## src/rtl/kgp_pkg.sv

```systemverilog
// Shared encodings for the KGP-RISC multi-cycle control path: FSM states,
// the halt opcode and the PC source select values.
package kgp_pkg;

    typedef enum logic [2:0] {
        ST_IDLE   = 3'd0,
        ST_FETCH  = 3'd1,
        ST_DECODE = 3'd2,
        ST_EXEC   = 3'd3,
        ST_MEM    = 3'd4,
        ST_WB     = 3'd5,
        ST_HALT   = 3'd6,
        ST_ERROR  = 3'd7
    } state_t;

    localparam logic [5:0] HALT_OPCODE = 6'b111111;

    localparam logic PC_INC = 1'b0;
    localparam logic PC_TGT = 1'b1;

endpackage

```

## src/rtl/multicycle_sequencer_if.sv

```systemverilog
// Bundle between the sequencer, the decode unit and the datapath/memory.
// The slave side is the sequencer; the master side is everything around it.
interface multicycle_sequencer_if #(
    parameter int CNT_W = 32
);
    logic [5:0]       opcode;
    logic             reg_write;
    logic             mem_read;
    logic             mem_write;
    logic             is_branch;
    logic             branch_taken;
    logic             mem_ready;
    logic             mem_req;
    logic             mem_we;
    logic             mem_addr_sel;
    logic             ir_load;
    logic             rf_we;
    logic             pc_write;
    logic             pc_src;
    logic             halted;
    logic             err;
    logic [2:0]       state;
    logic [CNT_W-1:0] cycle_cnt;
    logic [CNT_W-1:0] instret_cnt;

    modport master (
        output opcode, reg_write, mem_read, mem_write, is_branch, branch_taken, mem_ready,
        input  mem_req, mem_we, mem_addr_sel, ir_load, rf_we, pc_write, pc_src,
        input  halted, err, state, cycle_cnt, instret_cnt
    );

    modport slave (
        input  opcode, reg_write, mem_read, mem_write, is_branch, branch_taken, mem_ready,
        output mem_req, mem_we, mem_addr_sel, ir_load, rf_we, pc_write, pc_src,
        output halted, err, state, cycle_cnt, instret_cnt
    );
endinterface

```

## src/rtl/multicycle_sequencer_mem_watchdog.sv

```systemverilog
// Counts stalled memory cycles and flags a timeout once TIMEOUT stalls have
// elapsed without a ready; a ready in that same cycle still wins.
module mem_watchdog #(
    parameter int TIMEOUT = 255
) (
    input  logic clk,
    input  logic rst,
    input  logic active,
    input  logic ready,
    output logic timeout
);
    localparam int W = $clog2(TIMEOUT + 1);

    logic [W-1:0] wait_cnt;

    always_ff @(posedge clk) begin
        if (!rst || !active || ready) begin
            wait_cnt <= '0;
        end else begin
            wait_cnt <= wait_cnt + W'(1);
        end
    end

    assign timeout = active && !ready && (wait_cnt == W'(TIMEOUT));

endmodule

```

## src/rtl/multicycle_sequencer.sv

```systemverilog
// Phase controller stepping each instruction through FETCH/DECODE/EXEC/MEM/WB,
// gating decode controls to their phase and counting cycles and retirements.
module multicycle_sequencer
    import kgp_pkg::*;
#(
    parameter logic [5:0] HALT_OP = HALT_OPCODE,
    parameter int         TIMEOUT = 255,
    parameter int         CNT_W   = 32
) (
    input logic                  clk,
    input logic                  rst,
    multicycle_sequencer_if.slave bus
);
    state_t           state_q;
    state_t           state_d;
    logic             taken_q;
    logic [CNT_W-1:0] cycle_q;
    logic [CNT_W-1:0] instret_q;
    logic             timeout;
    logic             mem_req, mem_we, mem_addr_sel, ir_load, rf_we, pc_write, pc_src;

    mem_watchdog #(.TIMEOUT(TIMEOUT)) u_watchdog (
        .clk    (clk),
        .rst    (rst),
        .active ((state_q == ST_FETCH) || (state_q == ST_MEM)),
        .ready  (bus.mem_ready),
        .timeout(timeout)
    );

    always_comb begin
        state_d      = state_q;
        mem_req      = 1'b0;
        mem_we       = 1'b0;
        mem_addr_sel = 1'b0;
        ir_load      = 1'b0;
        rf_we        = 1'b0;
        pc_write     = 1'b0;
        pc_src       = PC_INC;
        unique case (state_q)
            ST_IDLE: state_d = ST_FETCH;
            ST_FETCH: begin
                mem_req = 1'b1;
                if (bus.mem_ready) begin
                    ir_load = 1'b1;
                    state_d = ST_DECODE;
                end else if (timeout) begin
                    state_d = ST_ERROR;
                end
            end
            ST_DECODE: state_d = (bus.opcode == HALT_OP) ? ST_HALT : ST_EXEC;
            ST_EXEC: begin
                if (bus.is_branch && bus.reg_write) begin
                    state_d = ST_WB;
                end else if (bus.is_branch) begin
                    pc_write = 1'b1;
                    pc_src   = bus.branch_taken ? PC_TGT : PC_INC;
                    state_d  = ST_FETCH;
                end else if (bus.mem_read || bus.mem_write) begin
                    state_d = ST_MEM;
                end else if (bus.reg_write) begin
                    state_d = ST_WB;
                end else begin
                    pc_write = 1'b1;
                    state_d  = ST_FETCH;
                end
            end
            ST_MEM: begin
                mem_req      = 1'b1;
                mem_addr_sel = 1'b1;
                mem_we       = bus.mem_write;
                if (bus.mem_ready) begin
                    if (bus.mem_read) begin
                        state_d = ST_WB;
                    end else begin
                        pc_write = 1'b1;
                        state_d  = ST_FETCH;
                    end
                end else if (timeout) begin
                    state_d = ST_ERROR;
                end
            end
            ST_WB: begin
                rf_we    = 1'b1;
                pc_write = 1'b1;
                pc_src   = taken_q ? PC_TGT : PC_INC;
                state_d  = ST_FETCH;
            end
            default: state_d = state_q;
        endcase
        // A reset edge aborts the instruction, so no architectural write may fire alongside it.
        if (!rst) begin
            ir_load  = 1'b0;
            rf_we    = 1'b0;
            pc_write = 1'b0;
        end
    end

    always_ff @(posedge clk) begin
        if (!rst) begin
            state_q   <= ST_IDLE;
            taken_q   <= 1'b0;
            cycle_q   <= '0;
            instret_q <= '0;
        end else begin
            state_q <= state_d;
            cycle_q <= cycle_q + CNT_W'(1);
            if (pc_write) begin
                instret_q <= instret_q + CNT_W'(1);
            end
            if (state_q == ST_EXEC) begin
                taken_q <= bus.branch_taken && bus.is_branch;
            end
        end
    end

    assign bus.mem_req      = mem_req;
    assign bus.mem_we       = mem_we;
    assign bus.mem_addr_sel = mem_addr_sel;
    assign bus.ir_load      = ir_load;
    assign bus.rf_we        = rf_we;
    assign bus.pc_write     = pc_write;
    assign bus.pc_src       = pc_src;
    assign bus.halted       = (state_q == ST_HALT);
    assign bus.err          = (state_q == ST_ERROR);
    assign bus.state        = state_q;
    assign bus.cycle_cnt    = cycle_q;
    assign bus.instret_cnt  = instret_q;

endmodule
```

## src/flat_wrapper.sv

```systemverilog
// flat-port wrapper written by rule: the top's interface ports become plain ports
module multicycle_sequencer_flat import kgp_pkg::*;
#(
    parameter logic [5:0] HALT_OP = HALT_OPCODE,
    parameter int         TIMEOUT = 255,
    parameter int         CNT_W   = 32
)
  (clk, rst, bus_opcode, bus_reg_write, bus_mem_read, bus_mem_write, bus_is_branch, bus_branch_taken, bus_mem_ready, bus_mem_req, bus_mem_we, bus_mem_addr_sel, bus_ir_load, bus_rf_we, bus_pc_write, bus_pc_src, bus_halted, bus_err, bus_state, bus_cycle_cnt, bus_instret_cnt);
  multicycle_sequencer_if #(.CNT_W(CNT_W)) bus_i ();
  input logic clk;
  input logic rst;
  input wire logic [$bits(bus_i.opcode)-1:0] bus_opcode;
  input wire logic [$bits(bus_i.reg_write)-1:0] bus_reg_write;
  input wire logic [$bits(bus_i.mem_read)-1:0] bus_mem_read;
  input wire logic [$bits(bus_i.mem_write)-1:0] bus_mem_write;
  input wire logic [$bits(bus_i.is_branch)-1:0] bus_is_branch;
  input wire logic [$bits(bus_i.branch_taken)-1:0] bus_branch_taken;
  input wire logic [$bits(bus_i.mem_ready)-1:0] bus_mem_ready;
  output wire logic [$bits(bus_i.mem_req)-1:0] bus_mem_req;
  output wire logic [$bits(bus_i.mem_we)-1:0] bus_mem_we;
  output wire logic [$bits(bus_i.mem_addr_sel)-1:0] bus_mem_addr_sel;
  output wire logic [$bits(bus_i.ir_load)-1:0] bus_ir_load;
  output wire logic [$bits(bus_i.rf_we)-1:0] bus_rf_we;
  output wire logic [$bits(bus_i.pc_write)-1:0] bus_pc_write;
  output wire logic [$bits(bus_i.pc_src)-1:0] bus_pc_src;
  output wire logic [$bits(bus_i.halted)-1:0] bus_halted;
  output wire logic [$bits(bus_i.err)-1:0] bus_err;
  output wire logic [$bits(bus_i.state)-1:0] bus_state;
  output wire logic [$bits(bus_i.cycle_cnt)-1:0] bus_cycle_cnt;
  output wire logic [$bits(bus_i.instret_cnt)-1:0] bus_instret_cnt;
  assign bus_i.opcode = bus_opcode;
  assign bus_i.reg_write = bus_reg_write;
  assign bus_i.mem_read = bus_mem_read;
  assign bus_i.mem_write = bus_mem_write;
  assign bus_i.is_branch = bus_is_branch;
  assign bus_i.branch_taken = bus_branch_taken;
  assign bus_i.mem_ready = bus_mem_ready;
  assign bus_mem_req = bus_i.mem_req;
  assign bus_mem_we = bus_i.mem_we;
  assign bus_mem_addr_sel = bus_i.mem_addr_sel;
  assign bus_ir_load = bus_i.ir_load;
  assign bus_rf_we = bus_i.rf_we;
  assign bus_pc_write = bus_i.pc_write;
  assign bus_pc_src = bus_i.pc_src;
  assign bus_halted = bus_i.halted;
  assign bus_err = bus_i.err;
  assign bus_state = bus_i.state;
  assign bus_cycle_cnt = bus_i.cycle_cnt;
  assign bus_instret_cnt = bus_i.instret_cnt;
  multicycle_sequencer #(.HALT_OP(HALT_OP), .TIMEOUT(TIMEOUT), .CNT_W(CNT_W)) u_core (.clk(clk), .rst(rst), .bus(bus_i));
endmodule
```

## config.mk

```make
export PLATFORM = sky130hd
export DESIGN_NAME = multicycle_sequencer_flat
export DESIGN_NICKNAME = d
export VERILOG_FILES = /design/src/rtl/kgp_pkg.sv /design/src/rtl/multicycle_sequencer_if.sv /design/src/rtl/multicycle_sequencer_mem_watchdog.sv /design/src/rtl/multicycle_sequencer.sv /design/src/flat_wrapper.sv
export SDC_FILE = /design/constraint.sdc
export NUM_CORES = 1
export LEC_CHECK = 0
export CORE_ASPECT_RATIO = 0.9
export CORE_UTILIZATION = 51
export DETAILED_ROUTE_END_ITERATION = 10
export GPL_ROUTABILITY_DRIVEN = 0
export GPL_TIMING_DRIVEN = 0
export PLACE_DENSITY = 0.81
export REMOVE_ABC_BUFFERS = 1
export SLEW_MARGIN = 0
export SYNTH_ARGS = -nofsm -noshare
export SYNTH_HDL_FRONTEND = slang
export SYNTH_SLANG_ARGS = --single-unit
```

## constraint.sdc

```tcl
create_clock -name clk -period 2.75 [get_ports clk]
set_input_delay 0.825 -clock clk [delete_from_list [all_inputs] [get_ports clk]]
set_output_delay 0.825 -clock clk [all_outputs]
set_load 0.05 [all_outputs]
```

# Word level (Yosys, flattened, before mapping)
# Index checks and enable logic that the tools add are counted.
classes:
  addsub: 3
  n_eq_ne: 9
  n_mux: 31
  n_reduce_logical: 15
op_table:
  columns: ["operator", "n"]
  rows:
  - ["$add 32x1->32 const B", 2]
  - ["$mux 3", 9]
  - ["$mux 1", 19]
  - ["$pmux 3 s5", 1]
  - ["$eq 3x3->1 const B", 4]
  - ["$add 8x1->8 const B", 1]
  - ["$eq 8x8->1 const B", 1]
  - ["$eq 3x2->1 const B", 2]
  - ["$eq 6x6->1 const B", 1]
  - ["$reduce_bool 5->1", 1]
  - ["$logic_and 1x1->1", 4]
  - ["$logic_or 1x1->1", 4]
  - ["$reduce_or 2->1", 2]
  - ["$eq 3x1->1 const B", 1]
  - ["$logic_not 1->1", 3]
  - ["$logic_not 3->1", 1]
  - ["$pmux 1 s3", 1]
  - ["$pmux 1 s2", 1]
word_totals:
  regBits: 76
  in_bits: 14
  out_inout_bits: 76
  word_cells: 63

# Logic depth before layout (Yosys ltp)
# Gate-level depths: netlist (run 1).
depth:
  word_depth: 7
  ltp_mapped: 6
  mapped_depth_nobuf: 5

# Hierarchy
# Synthesis (run 1) repeated with hierarchy kept, for this count alone.
unflattened:
  cells_unflattened: 434
  area_unflattened_um2: 3633.5
by_module_without_submodules:
  columns: ["mod", "instances", "cells_per_inst", "area_per_inst_um2", "seq_area_each_um2"]
  rows:
  - ["multicycle_sequencer", 1, 398, 3300.7, 1361.3]
  - ["mem_watchdog", 1, 36, 332.8, 160.2]

# Worst setup path before layout (run 1)
# No wires, ideal clock.
synth_timing:
  kind: "flip-flop to output port"
  startpoint: "register u_core.state_q[2] (netlist: u_core.bus.state[2])"
  endpoint: "output bus_pc_src"
  arrival_ns: 2.367
  required_ns: 1.925
  path_slack_ns: -0.442
  stages_incl_launch_ff: 5
  path_buffers: 1
  path_cell_list: "dfxtp_1 > buf_2 > nor2b_1 > nand2_1 > a21boi_0"
synth_between:
  elab_chain_cells: 2
synth_rtl:
  columns: ["element", "line_no", "rtl"]
  rows:
  - ["from (decl)", "multicycle_sequencer.sv:14", "state_t state_q;"]
  - ["from (signal assigned)", "multicycle_sequencer.sv:105", "state_q <= state_d;"]
  - ["$eq 3x3->1 or $eq 3x2->1 (tied branches)", "multicycle_sequencer.sv:39", "unique case (state_q)"]
  - ["$pmux 1 s2 (*)", "multicycle_sequencer.sv:39", null]
  - ["to (decl)", "flat_wrapper.sv:25", "output wire logic [$bits(bus_i.pc_src)-1:0] bus_pc_src;"]
# Every way passes the cells marked *; elsewhere a longest branch is shown, timed or not.

# Worst setup path in the final report (run 1)
layout_timing:
  startpoint: "input rst"
  endpoint: "output bus_pc_write"
layout_between:
  elab_chain_cells: 1
layout_rtl:
  columns: ["element", "line_no", "rtl"]
  rows:
  - ["from (decl)", "flat_wrapper.sv:11", "input logic rst;"]
  - ["$mux 1", "multicycle_sequencer.sv:91", "if (!rst) begin"]
  - ["to (decl)", "flat_wrapper.sv:24", "output wire logic [$bits(bus_i.pc_write)-1:0] bus_pc_write;"]
# No other way between the ends.

==> results of run 1 <==
-- path summary, 6_finish.rpt --
kind | slack (ns) | startpoint | to
setup reg to reg | 0.10 | u_core.bus.state[1]$_SDFFE_PN0P_ | u_core.bus.instret_cnt[25]$_SDFFE_PN0P_
hold / removal | 0.47 | u_core.u_watchdog.wait_cnt[0]$_SDFF_PP0_ | u_core.u_watchdog.wait_cnt[0]$_SDFF_PP0_
hold reg to reg | 0.47 | u_core.u_watchdog.wait_cnt[0]$_SDFF_PP0_ | u_core.u_watchdog.wait_cnt[0]$_SDFF_PP0_
setup / recovery | -0.06 | rst | bus_pc_write
-- final cells by class --
class | count | area [sq um]
clock buffers | 9 | 123.9
clock inverters | 7 | 123.9
fillers | 568 | 2268
inverters | 8 | 30.03
multi-input cells | 357 | 2323
flip-flops and latches | 76 | 1524
well taps | 96 | 120.1
repair buffers | 98 | 1031
-- kinds of logic after synthesis --
kind of cell / share of synthesized area, %
simple gates: 29.03
compound gates: 16.77
flops: 38.32
buf+inv: 4.097
mux: 7.312
xor+xnor: 3.530
fa+ha+maj: 0.9456
-- through the flow --
| stage | TNS, ns | hold slack [ns] | cell area, sq um | setup WS (ns) |
|---|---|---|---|---|
| 2_1_floorplan | -0.7795 | 0.4302 | 3837 | -0.3815 |
| 3_3_place_gp | -145.23 | 0.4459 | 4848 | -2.774 |
| 3_5_place_dp | -16.98 | 0.4499 | 4863 | -1.325 |
| 4_1_cts | -0.1682 | 0.4685 | 5244 | -0.1237 |
| 5_1_grt | -0.3863 | 0.5018 | 5276 | -0.07953 |
| 6_report | -0.06561 | 0.4702 | 5276 | -0.05514 |
-- report_power, final --
| part | switching (mW) | internal (mW) |
|---|---|---|
| Clock | 0.445 | 0.609 |
| Sequential | 0.0196 | 1.11 |
| Combinational | 0.109 | 0.0795 |
| Total | 0.573 | 1.80 |
-- registers in the layout (all words and copies together) (netlist names) --
signal / count
u_core.bus.cycle_cnt: 32
u_core.bus.instret_cnt: 32
u_core.bus.state: 3
u_core.taken_q: 1
u_core.u_watchdog.wait_cnt: 8
-- synthesized netlist by cell type, types with 2 or more instances --
cell type	instances
nand2b_1	27
nor3_1	2
mux2i_1	29
a2111oi_1	5
nand3_1	26
a21boi_0	4
o31ai_1	13
or3_1	9
o2111ai_1	2
clkbuf_1	23
dfxtp_1	76
nand4_1	18
and2_1	6
and4_1	12
a211oi_1	6
ha_1	3
a21o_1	2
or4_1	15
o21a_1	2
nor2b_1	2
xor2_1	11
a2111oi_0	6
nor2_1	25
buf_1	4
o21ai_0	12
nand2_1	58
xnor2_1	5
buf_2	4
a21oi_1	33
and3_1	7
inv_1	8
-- critical path: cells and delay by family --
kind | cells | cell delay [ns]
buffers and inverters | 3 | 0.33
and+or+nand+nor | 3 | 0.82
-- timing repair --
action,CTS,global route
buffers inserted,3,3
resized for setup,50,3
setup endpoints to repair,30,12
cloned,2,0
pin swaps,5,2
-- layout by cell type (no fill, tap or decap), drive strengths merged, types with 2 or more instances in the layout --
| master | n |
|---|---|
| and4 | 12 |
| a21oi | 33 |
| o21a | 2 |
| mux2i | 29 |
| dlygate4sd2 | 7 |
| and2 | 6 |
| a2111oi | 13 |
| buf | 11 |
| nor2b | 2 |
| nand2 | 58 |
| or3 | 9 |
| bufinv | 3 |
| o2111ai | 2 |
| xnor2 | 5 |
| o21ai | 12 |
| clkinv | 2 |
| bufbuf | 2 |
| dfxtp | 76 |
| a21o | 2 |
| or4 | 15 |
| xor2 | 11 |
| nor3 | 2 |
| clkdlybuf4s15 | 3 |
| nand4 | 18 |
| a21boi | 4 |
| o31ai | 13 |
| nand2b | 27 |
| a211oi | 6 |
| inv | 9 |
| clkdlybuf4s50 | 74 |
| and3 | 7 |
| nor2 | 25 |
| clkbuf | 10 |
| ha | 3 |
| nand3 | 26 |
-- metal layers --
layer	vias to the layer above	part of all wire, %
met5	-	0
met4	0	1.5
met3	13	7.0
met2	144	47
met1	1869	45
li1	1889	-
==> metrics.txt, run 1 <==
# TYPE chip_impl_metric gauge
chip_impl_metric{name="synth_edf_count",unit=""} 0
chip_impl_info{name="cpMostUsedCell",value="buf_12"} 1
chip_impl_metric{name="placed_cells_incl_taps",unit=""} 627
chip_impl_metric{name="register_bit_count_reported_by_yosys",unit=""} 76
chip_impl_info{name="tritoncts",value="built"} 1
chip_impl_metric{name="insertedDiodeCount",unit=""} 0
chip_impl_metric{name="grtUsageMet3",unit="%"} 5.674
chip_impl_metric{name="post-route-min-period",unit="ns"} 2.805
chip_impl_metric{name="critical_path_peak_fanout",unit=""} 5
chip_impl_info{name="cts_root_buf",value="clkbuf_8"} 1
chip_impl_metric{name="worst_ir_drop_vdd",unit="mV"} 0.3098
chip_impl_metric{name="die_footprint",unit="sq mm"} 0.008142
chip_impl_metric{name="synth_largest_type_area_fraction",unit="%"} 38.32
chip_impl_metric{name="clkSinkCount",unit=""} 76
chip_impl_metric{name="grt_max_degree",unit=""} 39
chip_impl_info{name="run_status",value="finished with violations"} 1
chip_impl_metric{name="synth_sequential_area_ratio",unit="%"} 38.32
chip_impl_metric{name="count_of_antenna_violating_nets_left_after_detailed_routing",unit=""} 0
chip_impl_info{name="busiest_layer",value="met2"} 1
chip_impl_metric{name="overflow",unit=""} 0
chip_impl_metric{name="cellPowerDensity",unit="mW/mm^2"} 449.2
chip_impl_metric{name="yosysUniqueCellTypes",unit=""} 49
chip_impl_metric{name="async_flop_share",unit="%"} 0
chip_impl_metric{name="post_synth_inst_count",unit=""} 473
chip_impl_metric{name="clock_latency",unit="ns"} 0.35
chip_impl_metric{name="syn_avg_cell_area",unit="sq um"} 8.393
chip_impl_info{name="synth_largest_area_cell",value="dfxtp_1"} 1
chip_impl_info{name="yosys_most_used_dff",value="dfxtp_1"} 1
chip_impl_metric{name="via_count",unit=""} 3915
chip_impl_metric{name="design.final.nets",unit=""} 567
chip_impl_metric{name="final.setup.worst_slack",unit="ns"} -0.05514
chip_impl_metric{name="fin_crit_sh",unit="%"} 102.0
chip_impl_metric{name="crit_arrival",unit="ns"} 1.98
chip_impl_metric{name="cap_violations",unit=""} 0
chip_impl_metric{name="drcViolationCount",unit=""} 0
chip_impl_metric{name="yosysWarningCount",unit=""} 0
chip_impl_metric{name="die_height",unit="um"} 85.70
chip_impl_info{name="failed_checks",value="negative setup slack"} 1
chip_impl_metric{name="clock_skew",unit="ns"} 0.01149
chip_impl_metric{name="area_growth",unit="%"} 32.90
chip_impl_metric{name="total_power",unit="mW"} 2.370
chip_impl_metric{name="initial_utilization",unit="%"} 52.62
chip_impl_metric{name="timing.final.max_slew_violations",unit=""} 0
chip_impl_info{name="setup.worst_path.class",value="input pin to output pin"} 1
chip_impl_metric{name="route.detailed.vias_per_inst",unit=""} 6.014
chip_impl_info{name="critPathSlowestCell",value="or3b_4"} 1
chip_impl_metric{name="finish.utilization",unit="%"} 69.93
chip_impl_info{name="grt_setup_unrepaired",value="true"} 1
chip_impl_info{name="start_kind",value="input pin"} 1
chip_impl_info{name="hp-class",value="register to register"} 1
chip_impl_metric{name="route.final.wire_length",unit="mm"} 10.13
chip_impl_metric{name="achievable-frequency",unit="MHz"} 356.5
chip_impl_metric{name="finalHoldViolCount",unit=""} 0
chip_impl_metric{name="global_route_wire_length_before_repair",unit="mm"} 16.48
chip_impl_metric{name="power.leakage",unit="nW"} 1.698
chip_impl_metric{name="clock_tree.buffer_depth",unit=""} 2
chip_impl_metric{name="globalRouteTotalUtil",unit="%"} 25.42
chip_impl_metric{name="cp.required",unit="ns"} 1.93
chip_impl_metric{name="initial_antenna_violation_count",unit=""} 0
chip_impl_metric{name="worst_path_largest_cell_delay",unit="ns"} 0.37
chip_impl_metric{name="numCtsBuffers",unit=""} 9
chip_impl_metric{name="initialDrtViolationCount",unit=""} 199
chip_impl_metric{name="die_w",unit="um"} 95
chip_impl_metric{name="report.final.setup_viol",unit=""} 2
chip_impl_metric{name="hold_path_depth",unit=""} 1
chip_impl_metric{name="firstDrtPassIters",unit=""} 5
chip_impl_metric{name="layout_cells_sized_above_1",unit="%"} 8.288
chip_impl_metric{name="grt.met2_usage",unit="%"} 41.47
chip_impl_info{name="critical_path.cell_chain",value="buf_12, buf_12, or3b_4, or3_4, nand2_4, buf_8"} 1
chip_impl_metric{name="htree_levels",unit=""} 3
chip_impl_metric{name="cts_hold_buffers",unit=""} 0
chip_impl_metric{name="grt_use_met1",unit="%"} 32.76
chip_impl_metric{name="tightestPinTransition",unit="ns"} 1.237
chip_impl_metric{name="r2r_cells",unit=""} 4
chip_impl_metric{name="post_synth_instance_area",unit="sq mm"} 0.003970
chip_impl_metric{name="clk_transition_reported_paths",unit="ns"} 0.08
chip_impl_metric{name="routedWlPerCell",unit="um"} 15.55
chip_impl_metric{name="post_layout_nonfiller_instances",unit=""} 651
chip_impl_metric{name="grt_pass1_vias",unit=""} 3564
chip_impl_metric{name="core_area",unit="sq mm"} 0.007545
chip_impl_metric{name="final_hpwl_dp",unit="mm"} 6.505
chip_impl_info{name="endpoint_kind",value="output pin"} 1
chip_impl_info{name="netlist_top_cells_area",value="dfxtp_1, mux2i_1, nand2_1, nand2b_1, a21oi_1"} 1
chip_impl_metric{name="timing.slew.headroom",unit="%"} 17.42
chip_impl_metric{name="fp-row-count",unit=""} 30
chip_impl_metric{name="buffer_ports.inserted",unit=""} 89
chip_impl_metric{name="ios",unit=""} 90
Power figures use the tool's default switching activity.
==> inputs of run 2 (changes only) <==
--- a/config.mk
+++ b/config.mk
@@ -5,6 +5,7 @@
 export SDC_FILE = /design/constraint.sdc
 export NUM_CORES = 1
 export LEC_CHECK = 0
+export CAP_MARGIN = 20
 export CORE_ASPECT_RATIO = 0.9
 export CORE_UTILIZATION = 51
 export DETAILED_ROUTE_END_ITERATION = 10
==> metrics.txt, run 2 (same netlist as run 1, synthesis figures left out) <==
# TYPE chip_impl_metric gauge
chip_impl_metric{name="design.final.nets",unit=""} 567
chip_impl_metric{name="clkSinkCount",unit=""} 76
chip_impl_metric{name="post-route-min-period",unit="ns"} 2.850
chip_impl_metric{name="timing.final.max_slew_violations",unit=""} 0
chip_impl_metric{name="r2r_cells",unit=""} 6
chip_impl_metric{name="fp-row-count",unit=""} 30
chip_impl_metric{name="worst_path_largest_cell_delay",unit="ns"} 0.38
chip_impl_metric{name="route.detailed.vias_per_inst",unit=""} 5.960
chip_impl_metric{name="ios",unit=""} 90
chip_impl_metric{name="layout_cells_sized_above_1",unit="%"} 8.649
chip_impl_metric{name="drt-met1-wl",unit="mm"} 4.556
chip_impl_info{name="endpoint_kind",value="output pin"} 1
chip_impl_info{name="cpMostUsedCell",value="buf_12"} 1
chip_impl_metric{name="timing.slew.headroom",unit="%"} 58.29
chip_impl_metric{name="hold_path_depth",unit=""} 1
chip_impl_info{name="grt_setup_unrepaired",value="true"} 1
chip_impl_info{name="critPathSlowestCell",value="or3b_4"} 1
chip_impl_metric{name="post_layout_nonfiller_instances",unit=""} 651
chip_impl_metric{name="report.final.setup_viol",unit=""} 1
chip_impl_metric{name="die_w",unit="um"} 95
chip_impl_metric{name="via_count",unit=""} 3880
chip_impl_metric{name="finalHoldViolCount",unit=""} 0
chip_impl_metric{name="core_area",unit="sq mm"} 0.007545
chip_impl_metric{name="met3RoutedLength",unit="um"} 675
chip_impl_metric{name="numCtsBuffers",unit=""} 9
chip_impl_info{name="final_cell_mix",value="clkdlybuf4s50_1, dfxtp_1, nand2_1"} 1
chip_impl_metric{name="final_hpwl_dp",unit="mm"} 6.664
chip_impl_metric{name="insertedDiodeCount",unit=""} 0
chip_impl_metric{name="tightestPinTransition",unit="ns"} 0.6099
chip_impl_metric{name="fin_crit_sh",unit="%"} 103.7
chip_impl_metric{name="overflow",unit=""} 0
chip_impl_info{name="worstReg2RegEnd",value="u_core.bus.instret_cnt[28]$_SDFFE_PN0P_"} 1
chip_impl_metric{name="final.setup.worst_slack",unit="ns"} -0.1004
chip_impl_metric{name="clk_transition_reported_paths",unit="ns"} 0.07
chip_impl_metric{name="cellPowerDensity",unit="mW/mm^2"} 412.4
chip_impl_metric{name="placed_cells_incl_taps",unit=""} 629
chip_impl_metric{name="initial_antenna_violation_count",unit=""} 0
chip_impl_metric{name="die_footprint",unit="sq mm"} 0.008142
chip_impl_info{name="whs_endpoint",value="u_core.u_watchdog.wait_cnt[0]$_SDFF_PP0_"} 1
chip_impl_metric{name="achievable-frequency",unit="MHz"} 350.8
chip_impl_metric{name="cap_violations",unit=""} 0
chip_impl_metric{name="cp.buffers_inverters",unit=""} 3
chip_impl_metric{name="setup.reg_to_reg.worst_slack",unit="ns"} 0.25
chip_impl_info{name="setup.worst_path.class",value="input pin to output pin"} 1
chip_impl_info{name="worst_path_dominant_cell_family",value="simple AND/OR/NAND/NOR gates"} 1
chip_impl_metric{name="count_of_antenna_violating_nets_left_after_detailed_routing",unit=""} 0
chip_impl_metric{name="finish.utilization",unit="%"} 69.47
chip_impl_info{name="top_signal_layer_used",value="met4"} 1
chip_impl_metric{name="initialDrtViolationCount",unit=""} 257
chip_impl_info{name="run_status",value="finished with violations"} 1
chip_impl_metric{name="met2RoutedLength",unit="mm"} 4.725
chip_impl_metric{name="die_height",unit="um"} 85.70
chip_impl_info{name="failed_checks",value="negative setup slack"} 1
chip_impl_metric{name="route.final.wire_length",unit="mm"} 10.06
chip_impl_info{name="start_kind",value="input pin"} 1
chip_impl_metric{name="cp.required",unit="ns"} 1.93
chip_impl_metric{name="drcViolationCount",unit=""} 0
chip_impl_info{name="critical_path.cell_chain",value="buf_12, buf_12, or3b_4, or3_4, nand2_4, buf_8"} 1
chip_impl_info{name="cts_root_buf",value="clkbuf_8"} 1
chip_impl_metric{name="clock_latency",unit="ns"} 0.35
chip_impl_metric{name="crit_arrival",unit="ns"} 2.03
chip_impl_metric{name="buffer_ports.inserted",unit=""} 89
chip_impl_metric{name="firstDrtPassIters",unit=""} 5
chip_impl_metric{name="htree_levels",unit=""} 3
chip_impl_metric{name="clock_tree.buffer_depth",unit=""} 2
chip_impl_info{name="hp-start",value="u_core.u_watchdog.wait_cnt[0]$_SDFF_PP0_"} 1
chip_impl_metric{name="grt_pass1_vias",unit=""} 3520
chip_impl_info{name="tritoncts",value="built"} 1
chip_impl_metric{name="grt_max_degree",unit=""} 30
chip_impl_metric{name="initial_utilization",unit="%"} 52.62
chip_impl_metric{name="critical_path_peak_fanout",unit=""} 14
chip_impl_metric{name="area_growth",unit="%"} 32.02
chip_impl_info{name="hp-class",value="register to register"} 1
chip_impl_info{name="final_common_cell",value="clkdlybuf4s50_1"} 1
chip_impl_metric{name="worst_ir_drop_vdd",unit="mV"} 0.2507
chip_impl_metric{name="clock_skew",unit="ns"} 0.01020
chip_impl_metric{name="global_route_wire_length_before_repair",unit="mm"} 16.48
chip_impl_info{name="worstReg2RegStart",value="u_core.bus.state[0]$_SDFFE_PN0P_"} 1
chip_impl_metric{name="routedWlPerCell",unit="um"} 15.46
chip_impl_metric{name="globalRouteTotalUtil",unit="%"} 25.43
chip_impl_metric{name="power.leakage",unit="nW"} 1.679
[run 2: worst reg2reg max path, cell delays in order (launching register included)]
cell and delay (ns):
dfxtp_2 0.51, nand2_1 0.26, or3_4 0.48, buf_4 0.15, buf_4 0.17, a2111oi_0 0.62, mux2i_1 0.26
[run 2: worst max path at each step]
stage,depth (start not counted),end,from
2_1_floorplan,3,bus_pc_src,u_core.bus.state[2]$_SDFFE_PN0P_
3_3_place_gp,4,bus_pc_write,rst
3_5_place_dp,5,bus_pc_write,bus_mem_ready
4_1_cts,6,bus_pc_write,rst
5_1_grt,6,bus_pc_write,rst
6_report,6,bus_pc_write,rst
[run 2: final cells by class]
type | count | area, sq um
clock buffers | 10 | 127.6
clock inverters | 6 | 65.06
fillers | 575 | 2303
inverters | 8 | 30.03
multi-input cells | 357 | 2335
flip-flops and latches | 76 | 1525
well taps | 96 | 120.1
repair buffers | 98 | 1039
[run 2: through the flow]
stage / total power, mW / TNS, ns / worst slack (ns) / hold slack (ns) / cell area [sq um]
after floorplan: 1.240 / -0.7795 / -0.3815 / 0.4302 / 3837
after global placement: 1.312 / -145.23 / -2.774 / 0.4459 / 4848
after detailed placement: 1.322 / -14.03 / -1.336 / 0.4549 / 4898
after CTS: 2.172 / -0.1560 / -0.1556 / 0.4719 / 5230
after global routing: 2.238 / -0.1170 / -0.1170 / 0.5063 / 5241
final: 2.162 / -0.1004 / -0.1004 / 0.4667 / 5241
[run 2: per-layer routing]
layer  GRT usage [%]  vias up
met4           5.647        0
met1           33.11     1853
met5               0        -
met2           41.73      126
met3           7.270       10
li1                -     1891
[run 2: what timing repair did]
action                                  CTS  global route
buffers inserted                          3             1
pin swaps                                 3             2
resized for setup                        49            10
gates cloned                              2             0
hold buffers                              0             0
endpoints found under the setup margin   26            13
[run 2: power by group]
part | switching (mW) | internal [mW] | total, mW
combinational | 0.110 | 0.0796 | 0.190
clock | 0.423 | 0.420 | 0.843
sequential | 0.0199 | 1.11 | 1.13
